`src/rtl/csi_bringup_seq_if.sv`:
```
// ---------------------------------------------------------------------------
// csi_bringup_seq_if
// Purpose : groups the sensor-side status inputs and the sequencer's control
//           and status outputs of csi_bringup_seq into one bundle.
// Signals :
//   init_done_n, init_done0_n    CCI init complete, active-low, per sensor bus
//   init_error_n, init_error0_n  CCI init error, active-low, per sensor bus
//   csi_raw_valid                CSI RX activity pulse
//   csi_checksum_good/err        CSI RX packet status pulses
//   cci_run                      high lets both CCI handlers run
//   csi_enable, csi_reset        CSI RX enable / active-high reset
//   stream_ok                    high while streaming
//   state, fault_code            current state, cause of most recent fault
//   fault_lock                   retries exhausted
//   pkt_good_cnt, pkt_err_cnt    statistics counters
// Modports: slave = sequencer side, master = environment side.
// ---------------------------------------------------------------------------
interface csi_bringup_seq_if;
   logic        init_done_n;
   logic        init_done0_n;
   logic        init_error_n;
   logic        init_error0_n;
   logic        csi_raw_valid;
   logic        csi_checksum_good;
   logic        csi_checksum_err;
   logic        cci_run;
   logic        csi_enable;
   logic        csi_reset;
   logic        stream_ok;
   logic [2:0]  state;
   logic [2:0]  fault_code;
   logic        fault_lock;
   logic [15:0] pkt_good_cnt;
   logic [15:0] pkt_err_cnt;

   modport slave (
      input  init_done_n, init_done0_n, init_error_n, init_error0_n,
      input  csi_raw_valid, csi_checksum_good, csi_checksum_err,
      output cci_run, csi_enable, csi_reset, stream_ok,
      output state, fault_code, fault_lock, pkt_good_cnt, pkt_err_cnt
   );

   modport master (
      output init_done_n, init_done0_n, init_error_n, init_error0_n,
      output csi_raw_valid, csi_checksum_good, csi_checksum_err,
      input  cci_run, csi_enable, csi_reset, stream_ok,
      input  state, fault_code, fault_lock, pkt_good_cnt, pkt_err_cnt
   );
endinterface

```
`src/rtl/csi_bringup_seq.sv`:
```
// ---------------------------------------------------------------------------
// csi_bringup_seq
// Purpose : brings up a CSI camera link. Runs the CCI init handlers, waits
//           for both sensor buses to report init complete, enables the CSI
//           receiver, watches for packet activity and checksum errors, and
//           recovers from faults a limited number of times before locking out.
// Ports   :
//   clk    single rising-edge clock
//   RST_N  synchronous active-low reset
//   bus    csi_bringup_seq_if.slave (status inputs, control/status outputs)
// Optional feature: define CSI_BRINGUP_STATS_EN to get saturating good/error
//   packet counters; without it pkt_good_cnt/pkt_err_cnt are tied to zero.
// ---------------------------------------------------------------------------
module csi_bringup_seq #(
   parameter logic [23:0] INIT_TIMEOUT   = 24'd12_000_000,
   parameter logic [23:0] STREAM_TIMEOUT = 24'd6_000_000,
   parameter logic [7:0]  ERR_LIMIT      = 8'd16,
   parameter logic [15:0] RECOVER_CYCLES = 16'd1024,
   parameter logic [3:0]  MAX_RETRIES    = 4'd3
) (
   input  logic               clk,
   input  logic               RST_N,
   csi_bringup_seq_if.slave   bus
);

   typedef enum logic [2:0] {
      IDLE     = 3'd0,
      WAIT_CCI = 3'd1,
      ENABLE   = 3'd2,
      STREAM   = 3'd3,
      FAULT    = 3'd4,
      RECOVER  = 3'd5
   } state_t;

   state_t      r_state, w_nextState;
   logic [23:0] r_timer, w_timerNext;
   logic [7:0]  r_errCnt, w_errNext, w_errInc;
   logic [3:0]  r_retry, w_retryNext;
   logic [2:0]  r_faultCode, w_faultCodeNext, w_code;
   logic        r_lock, w_lockNext;
   logic        r_cciRun, r_csiEnable, r_csiReset, r_streamOk;
   logic        w_cciRun, w_csiEnable, w_csiReset, w_streamOk;
   logic        w_initDone, w_initErr, w_gapExpired;

   assign w_initDone   = ~bus.init_done_n & ~bus.init_done0_n;
   assign w_initErr    = ~bus.init_error_n | ~bus.init_error0_n;
   assign w_gapExpired = (r_timer == STREAM_TIMEOUT - 24'd1);
   assign w_errInc     = (r_errCnt == 8'hFF) ? 8'hFF : r_errCnt + 8'd1;

   // Next-state logic. One shared timer serves the init timeout, the
   // activity gap and the recover hold, because only one of them is live in
   // any state; it is cleared on every state change. A fault from any state
   // is collected as a code first, so the cause ordering inside a state is
   // decided in one place and the FAULT entry is written once at the end.
   // The control outputs are decoded from the next state so they can be
   // registered alongside the state itself and always match it.
   always_comb begin
      w_nextState     = r_state;
      w_timerNext     = r_timer;
      w_errNext       = r_errCnt;
      w_retryNext     = r_retry;
      w_faultCodeNext = r_faultCode;
      w_lockNext      = r_lock;
      w_code          = 3'd0;

      case (r_state)
         IDLE: begin
            w_nextState = WAIT_CCI;
            w_timerNext = 24'd0;
         end
         WAIT_CCI: begin
            if (w_initDone) begin
               w_nextState = ENABLE;
               w_timerNext = 24'd0;
            end else if (w_initErr) begin
               w_code = 3'd1;
            end else if (r_timer == INIT_TIMEOUT - 24'd1) begin
               w_code = 3'd2;
            end else begin
               w_timerNext = r_timer + 24'd1;
            end
         end
         ENABLE: begin
            if (bus.csi_raw_valid) begin
               w_nextState = STREAM;
               w_timerNext = 24'd0;
               w_retryNext = 4'd0;
               w_errNext   = 8'd0;
            end else if (w_gapExpired) begin
               w_code = 3'd3;
            end else begin
               w_timerNext = r_timer + 24'd1;
            end
         end
         STREAM: begin
            if (bus.csi_checksum_err) begin
               w_errNext = w_errInc;
            end else if (bus.csi_checksum_good) begin
               w_errNext = 8'd0;
            end
            if (w_errNext == ERR_LIMIT) begin
               w_code = 3'd4;
            end else if (bus.csi_raw_valid) begin
               w_timerNext = 24'd0;
            end else if (w_gapExpired) begin
               w_code = 3'd3;
            end else begin
               w_timerNext = r_timer + 24'd1;
            end
         end
         FAULT: begin
            if (r_retry == MAX_RETRIES) begin
               w_lockNext = 1'b1;
            end else begin
               w_retryNext = r_retry + 4'd1;
               w_nextState = RECOVER;
               w_timerNext = 24'd0;
            end
         end
         RECOVER: begin
            if (r_timer == {8'd0, RECOVER_CYCLES} - 24'd1) begin
               w_nextState = WAIT_CCI;
               w_timerNext = 24'd0;
            end else begin
               w_timerNext = r_timer + 24'd1;
            end
         end
         default: begin
            w_nextState = IDLE;
            w_timerNext = 24'd0;
         end
      endcase

      if (w_code != 3'd0) begin
         w_nextState     = FAULT;
         w_faultCodeNext = w_code;
         w_timerNext     = 24'd0;
      end

      w_cciRun    = (w_nextState == WAIT_CCI) || (w_nextState == ENABLE) ||
                    (w_nextState == STREAM);
      w_csiEnable = (w_nextState == ENABLE) || (w_nextState == STREAM);
      w_csiReset  = !w_csiEnable;
      w_streamOk  = (w_nextState == STREAM);
   end

   // State register plus all registered outputs. Reset is synchronous and
   // wins in every state, including a locked FAULT or the middle of RECOVER.
   always_ff @(posedge clk) begin
      if (!RST_N) begin
         r_state     <= IDLE;
         r_timer     <= 24'd0;
         r_errCnt    <= 8'd0;
         r_retry     <= 4'd0;
         r_faultCode <= 3'd0;
         r_lock      <= 1'b0;
         r_cciRun    <= 1'b0;
         r_csiEnable <= 1'b0;
         r_csiReset  <= 1'b1;
         r_streamOk  <= 1'b0;
      end else begin
         r_state     <= w_nextState;
         r_timer     <= w_timerNext;
         r_errCnt    <= w_errNext;
         r_retry     <= w_retryNext;
         r_faultCode <= w_faultCodeNext;
         r_lock      <= w_lockNext;
         r_cciRun    <= w_cciRun;
         r_csiEnable <= w_csiEnable;
         r_csiReset  <= w_csiReset;
         r_streamOk  <= w_streamOk;
      end
   end

   assign bus.state      = r_state;
   assign bus.fault_code = r_faultCode;
   assign bus.fault_lock = r_lock;
   assign bus.cci_run    = r_cciRun;
   assign bus.csi_enable = r_csiEnable;
   assign bus.csi_reset  = r_csiReset;
   assign bus.stream_ok  = r_streamOk;

`ifdef CSI_BRINGUP_STATS_EN
   logic [15:0] r_pktGood, r_pktErr;
   logic        w_statWindow;

   assign w_statWindow = (r_state == ENABLE) || (r_state == STREAM);

   // Packet statistics: only pulses seen while the receiver is enabled are
   // counted, both counters stick at all-ones, and only reset clears them
   // so they survive fault recoveries.
   always_ff @(posedge clk) begin
      if (!RST_N) begin
         r_pktGood <= 16'd0;
         r_pktErr  <= 16'd0;
      end else if (w_statWindow) begin
         if (bus.csi_checksum_good && (r_pktGood != 16'hFFFF)) begin
            r_pktGood <= r_pktGood + 16'd1;
         end
         if (bus.csi_checksum_err && (r_pktErr != 16'hFFFF)) begin
            r_pktErr <= r_pktErr + 16'd1;
         end
      end
   end

   assign bus.pkt_good_cnt = r_pktGood;
   assign bus.pkt_err_cnt  = r_pktErr;
`else
   assign bus.pkt_good_cnt = 16'd0;
   assign bus.pkt_err_cnt  = 16'd0;
`endif

endmodule

```
`src/flat_wrapper.sv`:
```
// flat-port wrapper written by rule: the top's interface ports become plain ports
module csi_bringup_seq_flat 
#(
   parameter logic [23:0] INIT_TIMEOUT   = 24'd12_000_000,
   parameter logic [23:0] STREAM_TIMEOUT = 24'd6_000_000,
   parameter logic [7:0]  ERR_LIMIT      = 8'd16,
   parameter logic [15:0] RECOVER_CYCLES = 16'd1024,
   parameter logic [3:0]  MAX_RETRIES    = 4'd3
)
  (clk, RST_N, bus_init_done_n, bus_init_done0_n, bus_init_error_n, bus_init_error0_n, bus_csi_raw_valid, bus_csi_checksum_good, bus_csi_checksum_err, bus_cci_run, bus_csi_enable, bus_csi_reset, bus_stream_ok, bus_state, bus_fault_code, bus_fault_lock, bus_pkt_good_cnt, bus_pkt_err_cnt);
  csi_bringup_seq_if bus_i ();
  input  logic clk;
  input  logic RST_N;
  input wire logic [$bits(bus_i.init_done_n)-1:0] bus_init_done_n;
  input wire logic [$bits(bus_i.init_done0_n)-1:0] bus_init_done0_n;
  input wire logic [$bits(bus_i.init_error_n)-1:0] bus_init_error_n;
  input wire logic [$bits(bus_i.init_error0_n)-1:0] bus_init_error0_n;
  input wire logic [$bits(bus_i.csi_raw_valid)-1:0] bus_csi_raw_valid;
  input wire logic [$bits(bus_i.csi_checksum_good)-1:0] bus_csi_checksum_good;
  input wire logic [$bits(bus_i.csi_checksum_err)-1:0] bus_csi_checksum_err;
  output wire logic [$bits(bus_i.cci_run)-1:0] bus_cci_run;
  output wire logic [$bits(bus_i.csi_enable)-1:0] bus_csi_enable;
  output wire logic [$bits(bus_i.csi_reset)-1:0] bus_csi_reset;
  output wire logic [$bits(bus_i.stream_ok)-1:0] bus_stream_ok;
  output wire logic [$bits(bus_i.state)-1:0] bus_state;
  output wire logic [$bits(bus_i.fault_code)-1:0] bus_fault_code;
  output wire logic [$bits(bus_i.fault_lock)-1:0] bus_fault_lock;
  output wire logic [$bits(bus_i.pkt_good_cnt)-1:0] bus_pkt_good_cnt;
  output wire logic [$bits(bus_i.pkt_err_cnt)-1:0] bus_pkt_err_cnt;
  assign bus_i.init_done_n = bus_init_done_n;
  assign bus_i.init_done0_n = bus_init_done0_n;
  assign bus_i.init_error_n = bus_init_error_n;
  assign bus_i.init_error0_n = bus_init_error0_n;
  assign bus_i.csi_raw_valid = bus_csi_raw_valid;
  assign bus_i.csi_checksum_good = bus_csi_checksum_good;
  assign bus_i.csi_checksum_err = bus_csi_checksum_err;
  assign bus_cci_run = bus_i.cci_run;
  assign bus_csi_enable = bus_i.csi_enable;
  assign bus_csi_reset = bus_i.csi_reset;
  assign bus_stream_ok = bus_i.stream_ok;
  assign bus_state = bus_i.state;
  assign bus_fault_code = bus_i.fault_code;
  assign bus_fault_lock = bus_i.fault_lock;
  assign bus_pkt_good_cnt = bus_i.pkt_good_cnt;
  assign bus_pkt_err_cnt = bus_i.pkt_err_cnt;
  csi_bringup_seq #(.INIT_TIMEOUT(INIT_TIMEOUT), .STREAM_TIMEOUT(STREAM_TIMEOUT), .ERR_LIMIT(ERR_LIMIT), .RECOVER_CYCLES(RECOVER_CYCLES), .MAX_RETRIES(MAX_RETRIES)) u_core (.clk(clk), .RST_N(RST_N), .bus(bus_i));
endmodule
```
`config.mk`:
```
export PLATFORM = sky130hd
export DESIGN_NAME = csi_bringup_seq_flat
export DESIGN_NICKNAME = d
export VERILOG_FILES = /design/src/rtl/csi_bringup_seq_if.sv /design/src/rtl/csi_bringup_seq.sv /design/src/flat_wrapper.sv
export SDC_FILE = /design/constraint.sdc
export NUM_CORES = 1
export LEC_CHECK = 0
export ABC_AREA = 1
export CAP_MARGIN = 20
export CORE_ASPECT_RATIO = 0.8
export CORE_UTILIZATION = 51
export CTS_CLUSTER_DIAMETER = 120
export DETAILED_ROUTE_END_ITERATION = 16
export PLACE_DENSITY = 0.85
export REMOVE_ABC_BUFFERS = 1
export SYNTH_ARGS = -nofsm -noshare
export SYNTH_HDL_FRONTEND = slang
export SYNTH_SLANG_ARGS = --single-unit
export TNS_END_PERCENT = 1
```
`constraint.sdc`:
```
create_clock -name clk -period 2.2 [get_ports clk]
set_clock_uncertainty 0.15 [all_clocks]
set_input_delay 0.22 -clock clk [delete_from_list [all_inputs] [get_ports clk]]
set_output_delay 0.22 -clock clk [all_outputs]
set_load 0.02 [all_outputs]
```
==> flow_summary.json <==
{
  "cp.arrival_ns": 2.28,
  "hp-class": "reg2reg",
  "critPathLaunchType": "register",
  "synth_area_per_cell_sq_um": 6.23,
  "cpPeakStageDelay_ns": 0.36,
  "antenna_found_initial": 0,
  "final-instance-count-excl-fill": 796,
  "die_x_um": 99.5,
  "cts_tree": "yes",
  "fmax_mhz": 456,
  "route.vias.total": 4449,
  "place_hpwl_um": 9080,
  "fin_nets": 702,
  "pin_count": 52,
  "totalWireLength_um": 11700,
  "grt-ovfl-total": 0,
  "gp_congestion": 1.01,
  "maxCapViolCount": 0,
  "h-tree-depth": 2,
  "cellLeakagePower_nw": 1.96,
  "period_minus_slack_ns": 2.19,
  "rr_worst_depth": 14,
  "critPathCaptureType": "register",
  "min_path_cells": 2,
  "ys.flop_type": "dfxtp_1",
  "crit_type": "reg2reg",
  "setup_viol": 0,
  "crit_family": "simple AND/OR/NAND/NOR gates",
  "synthTopCellsByCount": "nand2_1, nand3_1, inv_1, nor2_1, dfxtp_1",
  "syn2layout_area_growth_pct": 19.7,
  "cts_hold_buf": 0,
  "synth_seq_cells": 47,
  "async_reset_ff_frac": 0,
  "path_buf_inv": 2,
  "worst_r2r_endpoint": "u_core.r_timer[12]",
  "synth_top_area_share": 0.243,
  "min-delay-start": "u_core.bus.fault_code[1]",
  "drt_iter0_markers": 433,
  "crit_chain": "ha_4 > nand2_4 > nor2_4 > nand3_4 > nand2_2 > nand2_2 > nand3_2 > nor2_4 > nand3_4 > nand3_4 > nor2_4 > clkinv_4 > buf_4 > a21oi_1",
  "cts_root_buf": "clkbuf_8",
  "hold_viol_final": 0,
  "track_usage": 0.290,
  "critPathSlowestCell": "dfxtp_2",
  "synth_top_cell_by_area": "dfxtp_1",
  "cts_buffers": 5,
  "cts_sinks": 47,
  "first_pass_iters": 5,
  "fillers": 688,
  "avgRoutedWirePerCell_um": 14.7,
  "dieHeight_um": 80,
  "r2r_slack_ns": 0.009,
  "start_util": 0.525,
  "ctsLongestPathBuffers": 2,
  "grt_pass1_vias": 3810,
  "status": "completed",
  "drc": 0,
  "synth_warnings": 0,
  "core-area_sq_um": 7390,
  "insertion_delay_ns": 0.30,
  "rows": 28,
  "final_core_util": 0.628,
  "numPortBuffers": 19,
  "ir_drop_mv": 0.456,
  "netlist_area_sq_um": 3880,
  "synth.most_common_cell": "nand2_1",
  "worst-path-stages": 14,
  "rsz0062_at_grt": "yes",
  "n_antenna_cell": 0,
  "grt_pass1_wl_um": 18400,
  "worst-path-max-fanout": 8,
  "via_per_inst": 5.59,
  "synthTopCellsByArea": "dfxtp_1, nand2_1, nand3_1",
  "synth-seq-area-share": 0.243,
  "grt_max_degree": 19,
  "clk_pin_slew_ns": 0.09,
  "synthCells": 623,
  "period_share": 0.996,
  "yosys.cell_types.count": 39,
  "drive_above_1_share": 0.191,
  "place_inst": 786,
  "holdPathEnd": "u_core.bus.fault_code[1]",
  "synth-edff-count": 0,
  "fp.dieArea_sq_um": 7960,
  "reg2reg_from": "u_core.r_errCnt[1]",
  "slew_violations": 0,
  "worstPathRequired_ns": 2.28,
  "detail-route-antenna-nets": 0,
  "powerDensity_nw_per_um2": 532
}
## cells by family after synthesis
kind of cell / count (synthesis) / synth area share
and+or+nand+nor: 393 / 0.491
DFF: 47 / 0.243
adders and majority gates: 3 / 0.00968
other: 1 / 0.000967
xor gates and xnor gates: 4 / 0.00903
AOI/OAI and AO/OA: 55 / 0.0884
buffers and inverters: 120 / 0.159
## metal layers
| metal | track usage | up-vias | wire length, um |
|---|---|---|---|
| li1 | - | 2148 | - |
| met1 | 0.414 | 2051 | 5410 |
| met2 | 0.444 | 229 | 5100 |
| met3 | 0.0464 | 21 | 1000 |
| met4 | 0.0882 | 0 | 207 |
| met5 | 0 | - | 0 |
## sequential cells by signal (all words and copies together), names as in the netlist
name	cells
u_core.bus.state	3
u_core.bus.stream_ok	1
u_core.bus.csi_enable	1
u_core.r_retry	4
u_core.bus.fault_lock	1
u_core.bus.csi_reset	1
u_core.bus.fault_code	3
u_core.r_errCnt	8
u_core.r_timer	24
u_core.bus.cci_run	1
## cell usage in the layout (no fill, tap or decap), drive strengths merged
cell type and count:
a21o 1, a21oi 33, and2 1, and3 1, buf 61, clkbuf 6, clkdlybuf4s50 18, clkinv 3
clkinvlp 1, conb 32, dfxtp 47, dlymetal6s2s 1, ha 3, inv 67, nand2 155, nand3 104
nand3b 3, nand4 40, nor2 62, nor3 17, nor3b 1, nor4 8, o211a 1, o211ai 2
o21ai 17, o31ai 1, or2 1, xor2 4
## power breakdown
group          switching (mW)  internal, mW  leakage (nW)  total [mW]
logic                   0.608         0.344          1.52       0.952
clock network           0.302         0.257        0.0474       0.559
registers              0.0494         0.910         0.383       0.960
## final cells by class
cell class	instances	area, sq um	share of cell area
Tap cell	105	131	0.0283
Sequential cell	47	947	0.204
Timing Repair Buffer	80	683	0.147
Multi-Input combinational cell	487	2520	0.543
Clock buffer	6	82.6	0.0178
Clock inverter	2	16.3	0.00350
Inverter	69	264	0.0568
## worst max path at each step
stage / start / to / slack [ns]
after floorplan: u_core.bus.state[0] / u_core.r_timer[9] / -0.42
after global placement: bus_csi_checksum_err / u_core.r_timer[9] / -0.21
after detailed placement: bus_csi_checksum_err / u_core.r_timer[11] / -0.26
after CTS: u_core.r_timer[1] / u_core.r_timer[16] / 0.005
after global routing: u_core.r_errCnt[1] / u_core.r_timer[12] / -0.11
final: u_core.r_errCnt[1] / u_core.r_timer[12] / 0.009
## tightest hold or removal path, stage by stage, from the launching register on
cell and delay, ns:
dfxtp_1 0.33, nand2_2 0.06, nand2_1 0.04
## per-stage QoR
step	power (mW)	setup WS [ns]	instance area [sq um]	setup TNS [ns]	hold WS, ns
global placement	1.86	-0.208	4430	-5.95	0.281
finish	2.47	0.00933	4640	0	0.311
floorplan	1.46	-0.418	3640	-11.00	0.168
CTS	2.44	0.00514	4530	0	0.318
detailed placement	1.89	-0.263	4430	-7.54	0.300
global route	2.59	-0.112	4640	-2.55	0.329
## timing repair
action	in CTS	in global routing
pin swaps	0	15
gates resized for setup	1	32
setup endpoints to repair	7	34
setup buffers	0	3
Note: power is estimated with default switching activity, not from simulation.
